## src/rtl/song_record_writer_pkg.sv

```systemverilog
// Definitions shared by the record path, the auto-play path and the song memory.
package song_record_writer_pkg;

    localparam int DEF_ADDR_W = 5;
    localparam int DEF_NOTE_W = 4;
    localparam int DEF_DUR_W  = 26;

    localparam int NOTE_REST = 0;

    // Terminator entry: auto-play stops when it reads isvalid=0
    localparam int   TERM_NOTE    = 0;
    localparam int   TERM_DUR     = 0;
    localparam logic TERM_ISVALID = 1'b0;

    typedef enum logic [2:0] {
        ST_IDLE    = 3'd0,
        ST_ARMED   = 3'd1,
        ST_CAPTURE = 3'd2,
        ST_FLUSH   = 3'd3,
        ST_TERM    = 3'd4,
        ST_DONE    = 3'd5
    } rec_state_t;

endpackage

```

## src/rtl/song_record_writer_rec_segment_timer.sv

```systemverilog
// Saturating segment-duration counter with a minimum-length flag for glitch rejection.
module rec_segment_timer #(
    parameter int          DUR_W   = 26,
    parameter int unsigned MIN_DUR = 100000
) (
    input  logic             clk,
    input  logic             rst,
    input  logic             load,
    input  logic             inc,
    input  logic             clr,
    output logic [DUR_W-1:0] cnt,
    output logic             long_enough
);

    always_ff @(posedge clk or posedge rst) begin
        if (rst) begin
            cnt <= '0;
        end else if (clr) begin
            cnt <= '0;
        end else if (load) begin
            cnt <= DUR_W'(1);
        end else if (inc && (cnt != '1)) begin
            cnt <= cnt + DUR_W'(1);
        end
    end

    assign long_enough = (64'(cnt) >= 64'(MIN_DUR));

endmodule

```

## src/rtl/song_record_writer.sv

```systemverilog
// Records live keyboard notes and held durations as (note, duration, isvalid) song-memory entries.
module song_record_writer
    import song_record_writer_pkg::*;
#(
    parameter int          ADDR_W  = DEF_ADDR_W,
    parameter int          NOTE_W  = DEF_NOTE_W,
    parameter int          DUR_W   = DEF_DUR_W,
    parameter int unsigned MIN_DUR = 100000
) (
    input  logic              clk,
    input  logic              rst,
    input  logic              rec_button,
    input  logic              key_on,
    input  logic [NOTE_W-1:0] key,
    output logic              wr_en,
    output logic [ADDR_W-1:0] wr_addr,
    output logic [NOTE_W-1:0] wr_note,
    output logic [DUR_W-1:0]  wr_duration,
    output logic              wr_isvalid,
    output logic [ADDR_W-1:0] song_len,
    output logic              recording,
    output logic              full
);

    localparam int DEPTH = 1 << ADDR_W;
    localparam logic [NOTE_W-1:0] REST = NOTE_W'(NOTE_REST);

    rec_state_t        state, state_n;
    logic [NOTE_W-1:0] eff, cur, cur_n;
    logic [ADDR_W-1:0] addr;
    logic [DUR_W-1:0]  cnt;
    logic              long_enough;
    logic              commit_p0, commit_go, term_p0;
    logic              arm, set_full, last_slot;
    logic              tmr_load, tmr_inc, tmr_clr;

    assign eff       = key_on ? key : REST;
    assign last_slot = (addr == ADDR_W'(DEPTH - 2));
    assign recording = (state == ST_ARMED) || (state == ST_CAPTURE);

    // A segment ends on an eff change in CAPTURE, or is flushed on stop unless it is a rest
    assign commit_p0 = ((state == ST_CAPTURE) && (eff != cur)) ||
                       ((state == ST_FLUSH) && (cur != REST));
    assign commit_go = commit_p0 && long_enough;

    rec_segment_timer #(
        .DUR_W  (DUR_W),
        .MIN_DUR(MIN_DUR)
    ) u_timer (
        .clk        (clk),
        .rst        (rst),
        .load       (tmr_load),
        .inc        (tmr_inc),
        .clr        (tmr_clr),
        .cnt        (cnt),
        .long_enough(long_enough)
    );

    always_ff @(posedge clk or posedge rst) begin
        if (rst) begin
            state <= ST_IDLE;
        end else begin
            state <= state_n;
        end
    end

    always_comb begin
        state_n  = state;
        cur_n    = cur;
        term_p0  = 1'b0;
        arm      = 1'b0;
        set_full = 1'b0;
        tmr_load = 1'b0;
        tmr_inc  = 1'b0;
        tmr_clr  = 1'b0;
        case (state)
            ST_IDLE, ST_DONE: begin
                if (rec_button) begin
                    state_n = ST_ARMED;
                    cur_n   = REST;
                    arm     = 1'b1;
                    tmr_clr = 1'b1;
                end
            end
            ST_ARMED: begin
                if (rec_button) begin
                    state_n = ST_FLUSH;
                end else if (eff != REST) begin
                    state_n  = ST_CAPTURE;
                    cur_n    = eff;
                    tmr_load = 1'b1;
                end
            end
            ST_CAPTURE: begin
                if (rec_button) begin
                    state_n = ST_FLUSH;
                    // old segment commits now; the new one is dropped
                    if (eff != cur) begin
                        cur_n = REST;
                    end
                end else if (eff != cur) begin
                    cur_n    = eff;
                    tmr_load = 1'b1;
                end else begin
                    tmr_inc = 1'b1;
                end
                if (commit_go && last_slot) begin
                    state_n  = ST_TERM;
                    set_full = 1'b1;
                end
            end
            ST_FLUSH: begin
                state_n = ST_TERM;
                if (commit_go && last_slot) begin
                    set_full = 1'b1;
                end
            end
            ST_TERM: begin
                term_p0 = 1'b1;
                state_n = ST_DONE;
            end
            default: state_n = ST_IDLE;
        endcase
    end

    // Write-port register stage: outputs hold their last values between strobes
    always_ff @(posedge clk or posedge rst) begin
        if (rst) begin
            cur         <= '0;
            addr        <= '0;
            song_len    <= '0;
            full        <= 1'b0;
            wr_en       <= 1'b0;
            wr_addr     <= '0;
            wr_note     <= '0;
            wr_duration <= '0;
            wr_isvalid  <= 1'b0;
        end else begin
            cur   <= cur_n;
            wr_en <= commit_go || term_p0;
            if (arm) begin
                addr     <= '0;
                song_len <= '0;
                full     <= 1'b0;
            end else if (commit_go) begin
                addr     <= addr + ADDR_W'(1);
                song_len <= song_len + ADDR_W'(1);
            end
            if (set_full) begin
                full <= 1'b1;
            end
            if (commit_go) begin
                wr_addr     <= addr;
                wr_note     <= cur;
                wr_duration <= cnt;
                wr_isvalid  <= 1'b1;
            end else if (term_p0) begin
                wr_addr     <= addr;
                wr_note     <= NOTE_W'(TERM_NOTE);
                wr_duration <= DUR_W'(TERM_DUR);
                wr_isvalid  <= TERM_ISVALID;
            end
        end
    end

endmodule
```

## config.mk

```make
export PLATFORM = sky130hd
export DESIGN_NAME = song_record_writer
export DESIGN_NICKNAME = d
export VERILOG_FILES = /design/src/rtl/song_record_writer_pkg.sv /design/src/rtl/song_record_writer_rec_segment_timer.sv /design/src/rtl/song_record_writer.sv
export SDC_FILE = /design/constraint.sdc
export NUM_CORES = 1
export LEC_CHECK = 0
export CAP_MARGIN = 15
export CELL_PAD_IN_SITES_DETAIL_PLACEMENT = 1
export CELL_PAD_IN_SITES_GLOBAL_PLACEMENT = 2
export CORE_MARGIN = 2
export CORE_UTILIZATION = 32
export DETAILED_ROUTE_END_ITERATION = 12
export GPL_TIMING_DRIVEN = 0
export PLACE_DENSITY = 0.78
export SYNTH_ARGS = -nofsm -noshare
export SYNTH_HDL_FRONTEND = slang
export SYNTH_SLANG_ARGS = --single-unit
```

## constraint.sdc

```tcl
create_clock -name clk -period 2.5 [get_ports clk]
set_input_delay 0.25 -clock clk [delete_from_list [all_inputs] [get_ports clk]]
set_output_delay 0.25 -clock clk [all_outputs]
set_load 0.03 [all_outputs]
```

## After elaboration in Yosys (flattened, before gate mapping)

Cells that the tools add are included.

- Register bits: 81
- Memory bits (writable): 0
- Memory bits (read-only): 0
- Latch bits: 0
- Output and inout bits: 44
- Memories: 0

- Equal/unequal tests: 14
- Muxes and demuxes: 44
- $add $sub $neg: 3
- Bitwise gates (word level): 0
- $mul: 0
- Shift operators: 0
- Reduce and logical (&&, ||, !) cells: 20
- Divide/modulo/power cells: 0
- Magnitude comparators: 1

Operators with widths:

| operator | count |
|---|---|
| 26-bit 2-to-1 mux | 5 |
| 4-bit 2-to-1 mux | 9 |
| 5-bit 2-to-1 mux | 6 |
| 26-bit by 1-bit adder with 26-bit output, second input constant | 1 |
| 26-bit by 17-bit greater-or-equal comparator with 1-bit output, second input constant | 1 |
| 26-bit inequality test, second input constant | 1 |
| 1-bit 2-to-1 mux | 16 |
| 3-bit 2-to-1 mux | 5 |
| 3-bit one-hot mux with 5 select lines | 1 |
| 4-bit one-hot mux with 3 select lines | 1 |
| 5-bit by 1-bit adder with 5-bit output, second input constant | 2 |
| 4-bit nonzero test | 2 |
| 3-bit by 2-bit equality test with 1-bit output, second input constant | 2 |
| 3-bit equality test, second input constant | 2 |
| 3-bit by 2-bit inequality test with 1-bit output, second input constant | 2 |
| 2-bit nonzero test | 3 |
| 3-bit nonzero test | 2 |
| 5-bit equality test, second input constant | 1 |
| 1-bit logical AND | 5 |
| 5-bit AND reduction | 1 |
| 2-bit by 1-bit inequality test with 1-bit output, second input constant | 2 |
| 2-bit inequality test, second input constant | 2 |
| 4-bit inequality test | 1 |
| 2-bit OR reduction | 2 |
| 5 further kinds | 7 |

## Depth between registers and ports, before layout

Gate-level depths: netlist (run 1).

- Depth after elaboration: 9
- Mapped depth: 8
- Depth with buffers taken out: 6

## Hierarchy

Synthesis (run 1) repeated with hierarchy kept, for this count alone.

- Cell total of the unflattened synthesis: 451
- Area total of the unflattened synthesis: 4204.0 µm²

By module, submodules not included:

| module | seq. area each (µm²) | times used | cells each | area an instance (µm²) |
|---|---|---|---|---|
| song_record_writer | 1376.3 | 1 | 271 | 2616.3 |
| rec_segment_timer | 650.6 | 1 | 180 | 1587.8 |

## Worst setup path before layout (run 1)

OpenSTA, ideal clock, no wires.

- Path kind: register to register
- From: register state[2]
- To: register u_timer.cnt[25]
- Cell stages (with the launch flop): 7
- Library setup time: 128 ps
- Arrival: 2032 ps
- Data required time: 2372 ps
- Path slack: 340 ps
- Clock period less this slack: 2160 ps
- Cells stage by stage: dfrtp_1 > or4b_1 > buf_4 > nor4b_4 > o211ai_2 > or4_1 > mux2i_1

- Word-level cells in the longest chain between the ends: 4
- Elaborated cells on any way between the ends: 12
- Classes of those cells: eq/ne (3); mux (5); reduce/logical (4)

Ends and longest elaborated chain:

| item | RTL line | RTL |
|---|---|---|
| start: declaration | song_record_writer.sv:28 | `rec_state_t state, state_n;` |
| start signal: assignment | song_record_writer.sv:63 | `state <= state_n;` |
| 3-bit by 2-bit equality test with 1-bit output, or another cell as far along | song_record_writer.sv:76 | `case (state)` |
| 1-bit one-hot mux with 2 select lines, or another cell as far along | song_record_writer.sv:76 |  |
| 26-bit 2-to-1 mux, or another cell as far along | song_record_writer_rec_segment_timer.sv:20 | `end else if (load) begin` |
| 26-bit 2-to-1 mux / 3-bit nonzero test (equally long branches) | - |  |
| end signal: assignment | song_record_writer_rec_segment_timer.sv:23 | `cnt <= cnt + DUR_W'(1);` |
| end: declaration | song_record_writer_rec_segment_timer.sv:11 | `output logic [DUR_W-1:0] cnt,` |

Several ways; a longest one is shown, not always the timed one.
A chain may end at the register's enable or synchronous reset.

## Worst setup path after layout (run 1)

Ends and elaborated chain as after synthesis.

==> results.py, run 1 <==
metrics = {
    "finish": {
        "synthToLayoutAreaGrowth_pct": 27.85,
        "fin_util_pct": 41.98,
        "antenna_cells": 0,
        "final_area_um2": 5319,
        "fill_cells": 1430,
        "fin_nets": 483,
        "regArea_um2": 2028,
        "fin_cells": 647,
        "multi_input_area_um2": 2043,
        "drive_gt1_share_pct": 12.42,
    },
    "floorplan": {
        "ios": 52,
        "die_area_um2": 13930,
        "die_h_um": 118.0,
        "placement_rows": 41,
        "die_x_um": 118.0,
        "initial_core_util_pct": 32.83,
        "coreArea_um2": 12670,
    },
    "pwr": {
        "peakVddDrop_mv": 0.5574,
        "power_w": 0.004063,
        "power.density_nw_per_um2": 764.0,
        "cellLeakagePower_nw": 2.215,
    },
    "detailed_routing": {
        "drtPass1Iterations": 4,
        "wl_mm": 12.19,
        "ant_nets": 0,
        "drc": 0,
        "routedWlPerCell_um": 18.85,
        "drt_iter0_markers": 119,
        "vias": 3602,
        "via_per_inst": 5.567,
    },
    "placed_design": {
        "place_inst": 624,
        "numPortBuffers": 50,
        "post_dp_cell_area_um2": 4906,
        "place_congestion": 0.8138,
        "hpwl_mm": 8.476,
    },
    "setup_path": {
        "worst-path-buf-inv": 1,
        "worst_path_dominant_cell_family": "simple AND/OR/NAND/NOR gates",
        "cp-start-kind": "flop",
        "critical_path_class": "flop to flop",
        "arrival_ps": 2670,
        "crit_required_ps": 2730,
        "endpoint_kind": "flop",
        "max_stage_delay_ps": 540,
        "slowest_stage": "or4b_1",
        "path_cells": "or4b_1 > buf_4 > nor4b_4 > o211ai_2 > or4_1 > mux2i_1",
        "crit_path_max_fanout": 9,
    },
    "min_path": {
        "hold_class": "primary input to asynchronous set/reset pin",
    },
    "global_route": {
        "grt_start_max_net_pins": 56,
        "grt_usage_pct": 18.88,
        "grt_pass1_wl_mm": 21.02,
        "gr-total-overflow": 0,
        "antenna_found_initial": 0,
        "grt_pass1_vias": 3842,
    },
    "synth": {
        "synth-xor-area-share_pct": 0.8421,
        "synth_fp_nets": 414,
        "yosys.area_share.adder_pct": 1.504,
        "syn-cell-area_um2": 4160,
        "synthesis.instances": 401,
        "synth_top_area_share_pct": 48.72,
        "avgSynthCellArea_um2": 10.37,
        "synth_top_family_by_area": "compound AO/OA/AOI/OAI gates",
        "synth_compound_area_share_pct": 20.93,
        "yosys.cell_types.count": 60,
        "yosys_warnings": 0,
        "synthMuxAreaShare_pct": 5.925,
        "ys.flop_type": "dfrtp_1",
        "synth_edf_count": 0,
        "synth-seq-cells": 81,
        "synth.largest_area_cell": "dfrtp_1",
        "ys_seq_area_share_pct": 48.72,
        "synthTopCellsByArea": "dfrtp_1 (49%), a22o_1 (6.3%), mux2i_1 (4.6%), or4_1 (3.1%), nand2_1 (2.4%)",
        "async_flop_share_pct": 100.0,
        "yosys.area_share.simple_pct": 18.05,
    },
    "outcome": {
        "outcome": "completed",
    },
    "timing": {
        "fin_crit_ps": 2445,
        "hold_viol": 0,
        "setup_viol": 0,
        "slew_headroom_pct": 54.10,
        "clock_skew_ps": 7.439,
        "fin_crit_sh_pct": 97.79,
        "rsz0062_at_grt": "true",
        "fmax_mhz": 409.0,
        "slew_viol_final": 0,
        "tightest_slew_ps": 685.5,
    },
    "clock_tree": {
        "clk_pin_slew_ps": 60,
        "cts_buffers": 9,
        "cts.sink_count": 81,
        "cts.path.max_buffers": 2,
        "cts_tree": "yes",
        "cts_htree_levels": 3,
        "clock_latency_ps": 350,
        "root_buffer": "clkbuf_16",
    },
    "run": {
        "max-cap-violations": 0,
    },
}
==> routing by layer <==
layer,part of all wire (%),global-route usage (%)
met1,47,25.71
met2,48,29.72
met3,3.3,5.281
met4,1.5,4.593
met5,0,0
==> sequential cells by signal (all words and copies together), names as in the netlist <==
register / cells
wr_en: 1
cur: 4
song_len: 5
full: 1
wr_duration: 26
wr_addr: 5
u_timer.cnt: 26
wr_isvalid: 1
wr_note: 4
state: 3
addr: 5
==> area by class of cell <==
type	instances	share of cell area [%]
multi-input cells	278	38.41
flip-flops and latches	81	38.13
repair buffers	58	10.92
clock buffers	11	4.564
well taps	172	4.046
plain buffers	23	1.952
inverters	19	1.388
clock inverters	5	0.5881
==> worst reg2reg max path, cell delays in order, from the launching register on <==
cell      delay [ps]
dfrtp_1          390
or4b_1           540
buf_4            200
nor4b_4          340
o211ai_2         230
or4_1            480
mux2i_1          140
==> through the flow <==
step / setup WS (ps) / hold slack [ps] / setup TNS (ps)
6_report: 55.31 / 239.8 / 0
5_1_grt: -25.92 / 278.3 / -129.6
4_1_cts: -19.67 / 246.9 / -19.67
3_5_place_dp: -745.9 / 474.5 / -35790
3_3_place_gp: -1285 / 464.1 / -135540
2_1_floorplan: 169.9 / 383.8 / 0
==> placed cells by master (no fill, tap or decap), types with 3 or more instances in the layout <==
| master | count |
|---|---|
| buf_4 | 8 |
| nor3_1 | 7 |
| inv_1 | 18 |
| o31ai_1 | 11 |
| o21ai_0 | 14 |
| a22o_1 | 30 |
| o211ai_1 | 13 |
| and4_1 | 7 |
| clkinv_2 | 3 |
| or3_1 | 6 |
| or4_1 | 17 |
| mux2i_1 | 19 |
| and3_1 | 5 |
| a21oi_1 | 19 |
| xnor2_1 | 3 |
| nand3_1 | 12 |
| clkbuf_1 | 12 |
| nor2_1 | 10 |
| nand4_1 | 13 |
| nor4_1 | 3 |
| nand2_1 | 27 |
| buf_2 | 4 |
| mux2_2 | 5 |
| nand3b_1 | 3 |
| clkdlybuf4s50_1 | 50 |
| dfrtp_1 | 80 |
| clkbuf_2 | 7 |
| ha_1 | 5 |
| clkbuf_16 | 9 |
==> timing repair <==
item	4_1_cts	5_1_grt
pin swaps	0	4
setup buffers	0	7
hold buffers	0	0
endpoints found under the setup margin	54	63
gates resized for setup	10	13
==> where the power goes <==
group	switching [W]	total (W)	internal, W
Sequential	0.0000883	0.00149	0.00140
Clock	0.000550	0.00125	0.000696
Combinational	0.000865	0.00132	0.000460
Total	0.00150	0.00406	0.00256
==> path summary, 6_finish.rpt <==
| path | startpoint | to | slack, ps | depth (start not counted) |
|---|---|---|---|---|
| max | state[2]$_DFFE_PP0P_ | u_timer.cnt[25]$_DFFE_PP0P_ | 60 | 6 |
| min | rst | cur[1]$_DFFE_PP0P_ | 240 | 2 |
| max reg2reg | state[2]$_DFFE_PP0P_ | u_timer.cnt[25]$_DFFE_PP0P_ | 60 | 6 |
| min reg2reg | full$_DFFE_PP0P_ | full$_DFFE_PP0P_ | 490 | 2 |
| max in group asynchronous | rst | wr_duration[12]$_DFFE_PP0P_ | 1650 | 3 |
| min in group clk | key_on | cur[1]$_DFFE_PP0P_ | 480 | 4 |
==> cell families (layout without fill, tap and decap cells) <==
group,Yosys count,after routing
AND/OR/NAND/NOR,126,126
AO/OA/AOI/OAI,119,119
flip-flops,81,81
buffers and inverters,42,116
multiplexers,24,24
adder cells (fa/ha/maj),5,5
XOR/XNOR,4,4
==> cells in the mapped netlist, drive strengths merged, types with 6 or more instances <==
master	instances
or3	6
nand2	27
nand4	13
dfrtp	81
mux2i	19
nand3	12
clkbuf	18
o211ai	14
o31ai	11
o21ai	16
and4	7
nor2	11
nor3	9
or4	17
a22o	30
a21oi	19
inv	19
(Power assumes the default switching activity.)
==> inputs of run 2 (changes only) <==
--- a/config.mk
+++ b/config.mk
@@ -8,7 +8,6 @@
 export CAP_MARGIN = 15
 export CELL_PAD_IN_SITES_DETAIL_PLACEMENT = 1
 export CELL_PAD_IN_SITES_GLOBAL_PLACEMENT = 2
-export CORE_MARGIN = 2
 export CORE_UTILIZATION = 32
 export DETAILED_ROUTE_END_ITERATION = 12
 export GPL_TIMING_DRIVEN = 0
==> run 2 against run 1 <==
Net effect: clock skew is essentially flat; count of clock-buffer cells in the layout down 1; sequential power about the same; highest routed layer unchanged; clock power rose by 15%; non-clock buffer count fell by 5; total power rose by 4.0%; die area fell by 3.4%; combinational power hardly changed; worst setup slack better by 7.6 ps; sequential cell count stayed put; largest power group unchanged; maximum frequency grew 0.31%.
==> results.py, run 2 (same netlist as run 1, synthesis figures left out) <==
metrics = {
    "pwr": {
        "peakVddDrop_mv": 0.5364,
        "power_w": 0.004226,
        "cellLeakagePower_nw": 2.197,
        "power.density_nw_per_um2": 796.6,
    },
    "timing": {
        "fin_crit_ps": 2437,
        "fmax_mhz": 410.3,
        "clock_skew_ps": 7.127,
        "rsz0062_at_grt": "true",
        "tightest_slew_ps": 675.3,
        "setup_viol": 0,
        "layout_setup_ws_ps": 62.91,
        "fin_crit_sh_pct": 97.48,
        "hold_viol": 0,
        "slew_headroom_pct": 54.78,
        "fin_setup_tns_ps": 0,
        "slew_viol_final": 0,
    },
    "clock_tree": {
        "cts.sink_count": 81,
        "clock_latency_ps": 350,
        "root_buffer": "clkbuf_16",
        "cts_buffers": 9,
        "clk_pin_slew_ps": 60,
        "cts.path.max_buffers": 2,
        "cts_tree": "yes",
        "cts_htree_levels": 3,
    },
    "setup_path": {
        "max_stage_delay_ps": 540,
        "cp-start-kind": "flop",
        "worst_path_dominant_cell_family": "simple AND/OR/NAND/NOR gates",
        "critPathCapture": "u_timer.cnt[25]$_DFFE_PP0P_",
        "crit_required_ps": 2720,
        "crit_start": "state[2]$_DFFE_PP0P_",
        "endpoint_kind": "flop",
        "slowest_stage": "or4b_1",
        "crit_path_max_fanout": 9,
        "r2r_end": "u_timer.cnt[25]$_DFFE_PP0P_",
        "path_cells": "or4b_1 > buf_4 > nor4b_4 > o211ai_2 > or4_1 > mux2i_1",
        "reg2reg_depth": 6,
        "cp_num_cells": 6,
        "reg2reg_from": "state[2]$_DFFE_PP0P_",
        "critical_path_class": "flop to flop",
        "rrSetupSlack_ps": 60,
        "arrival_ps": 2660,
        "worst-path-buf-inv": 1,
    },
    "placed_design": {
        "numPortBuffers": 50,
        "place_congestion": 0.8176,
        "place_ws_ps": -737.3,
        "hpwl_mm": 8.457,
    },
    "finish": {
        "antenna_cells": 0,
        "fin_nets": 478,
        "drive_gt1_share_pct": 11.09,
        "layout_common_cells": "dfrtp_1 (80), clkdlybuf4s50_1 (50), a22o_1 (30), nand2_1 (27)",
        "final_common_cell": "dfrtp_1",
        "synthToLayoutAreaGrowth_pct": 27.52,
        "top_regs": "u_timer.cnt: 26 flops, wr_duration: 26 flops",
    },
    "run": {
        "max-cap-violations": 0,
    },
    "global_route": {
        "grt_usage_pct": 19.62,
        "antenna_found_initial": 0,
        "gr-total-overflow": 0,
        "grt_pass1_wl_mm": 20.13,
        "grt_start_max_net_pins": 54,
        "grt_pass1_vias": 3790,
    },
    "floorplan": {
        "initial_core_util_pct": 32.83,
        "die_x_um": 116.0,
        "coreArea_um2": 12670,
        "die_area_um2": 13460,
        "die_h_um": 116.0,
        "ios": 52,
        "placement_rows": 41,
    },
    "detailed_routing": {
        "drt_iter0_markers": 98,
        "via_per_inst": 5.576,
        "vias": 3574,
        "drtPass1Iterations": 4,
        "drc": 0,
        "ant_nets": 0,
        "routedWlPerCell_um": 18.68,
        "wl_mm": 11.98,
    },
    "min_path": {
        "hold_class": "primary input to asynchronous set/reset pin",
    },
    "outcome": {
        "outcome": "completed",
    },
}
run 2: cell count changes in the layout (fill, tap and decap cells not counted), sizes merged:
| cell | previous run | this run |
|---|---|---|
| buf | 13 | 9 |
| clkinv | 4 | 1 |
| bufinv | 0 | 2 |
| clkinvlp | 1 | 2 |
| clkbuf | 29 | 27 |
run 2: where the power goes:
part / total (W) / switching, W / internal, W
registers: 0.00149 / 0.0000888 / 0.00140
clock network: 0.00144 / 0.000546 / 0.000894
logic: 0.00129 / 0.000853 / 0.000440
total: 0.00423 / 0.00149 / 0.00274
run 2: worst min path at each step:
stage	to	cells past startpoint	from	slack, ps
floorplan	cur[0]$_DFFE_PP0P_	2	key[0]	380
detailed placement	song_len[4]$_DFFE_PP0P_	1	song_len[4]$_DFFE_PP0P_	470
global placement	full$_DFFE_PP0P_	2	full$_DFFE_PP0P_	460
finish	cur[3]$_DFFE_PP0P_	2	rst	250
CTS	cur[3]$_DFFE_PP0P_	2	rst	250
global route	cur[3]$_DFFE_PP0P_	2	rst	280
run 2: metrics by stage:
step / area [um2] / hold WS [ps] / cells / util (%)
final: 5305 / 251.2 / 641 / 41.87
after global routing: 5305 / 281.5 / 641 / 41.87
after CTS: 5268 / 254.8 / 639 / 41.57
after detailed placement: 4906 / 472.7 / 624 / 38.72
after global placement: 4876 / 463.1 / 623 / 38.48
after floorplan: 4160 / 383.8 / 401 / -
run 2: layout make-up:
type / count / area, um2
Buffer: 23 / 102.6
Clock buffer: 10 / 239.0
Clock inverter: 5 / 80.08
Fill cell: 1434 / 7366
Inverter: 19 / 73.82
Multi-Input combinational cell: 278 / 2023
Sequential cell: 81 / 2028
Tap cell: 172 / 215.2
Timing Repair Buffer: 53 / 543.0
run 2: timing repair:
item	4_1_cts	5_1_grt
gates resized for setup	10	10
pin swaps	0	2
hold endpoints to repair	0	0
endpoints found under the setup margin	57	45
hold buffers	0	0
setup buffers	0	2
run 2: worst reg2reg max path: cells and delay by family, from the launching register on:
kind	cells	cell delay (ps)
buffers and inverters	1	200
multiplexers	1	150
flip-flops	1	390
AO/OA/AOI/OAI	1	210
AND/OR/NAND/NOR	3	1360
run 2: routing by layer:
layer  global-route usage, %  wire length (um)  up-vias
li1                        -                 -     1669
met1                   25.45              5602     1837
met2                   32.90              5891       55
met3                   4.603               372       13
met4                   4.957               110        0
met5                       0                 0        -
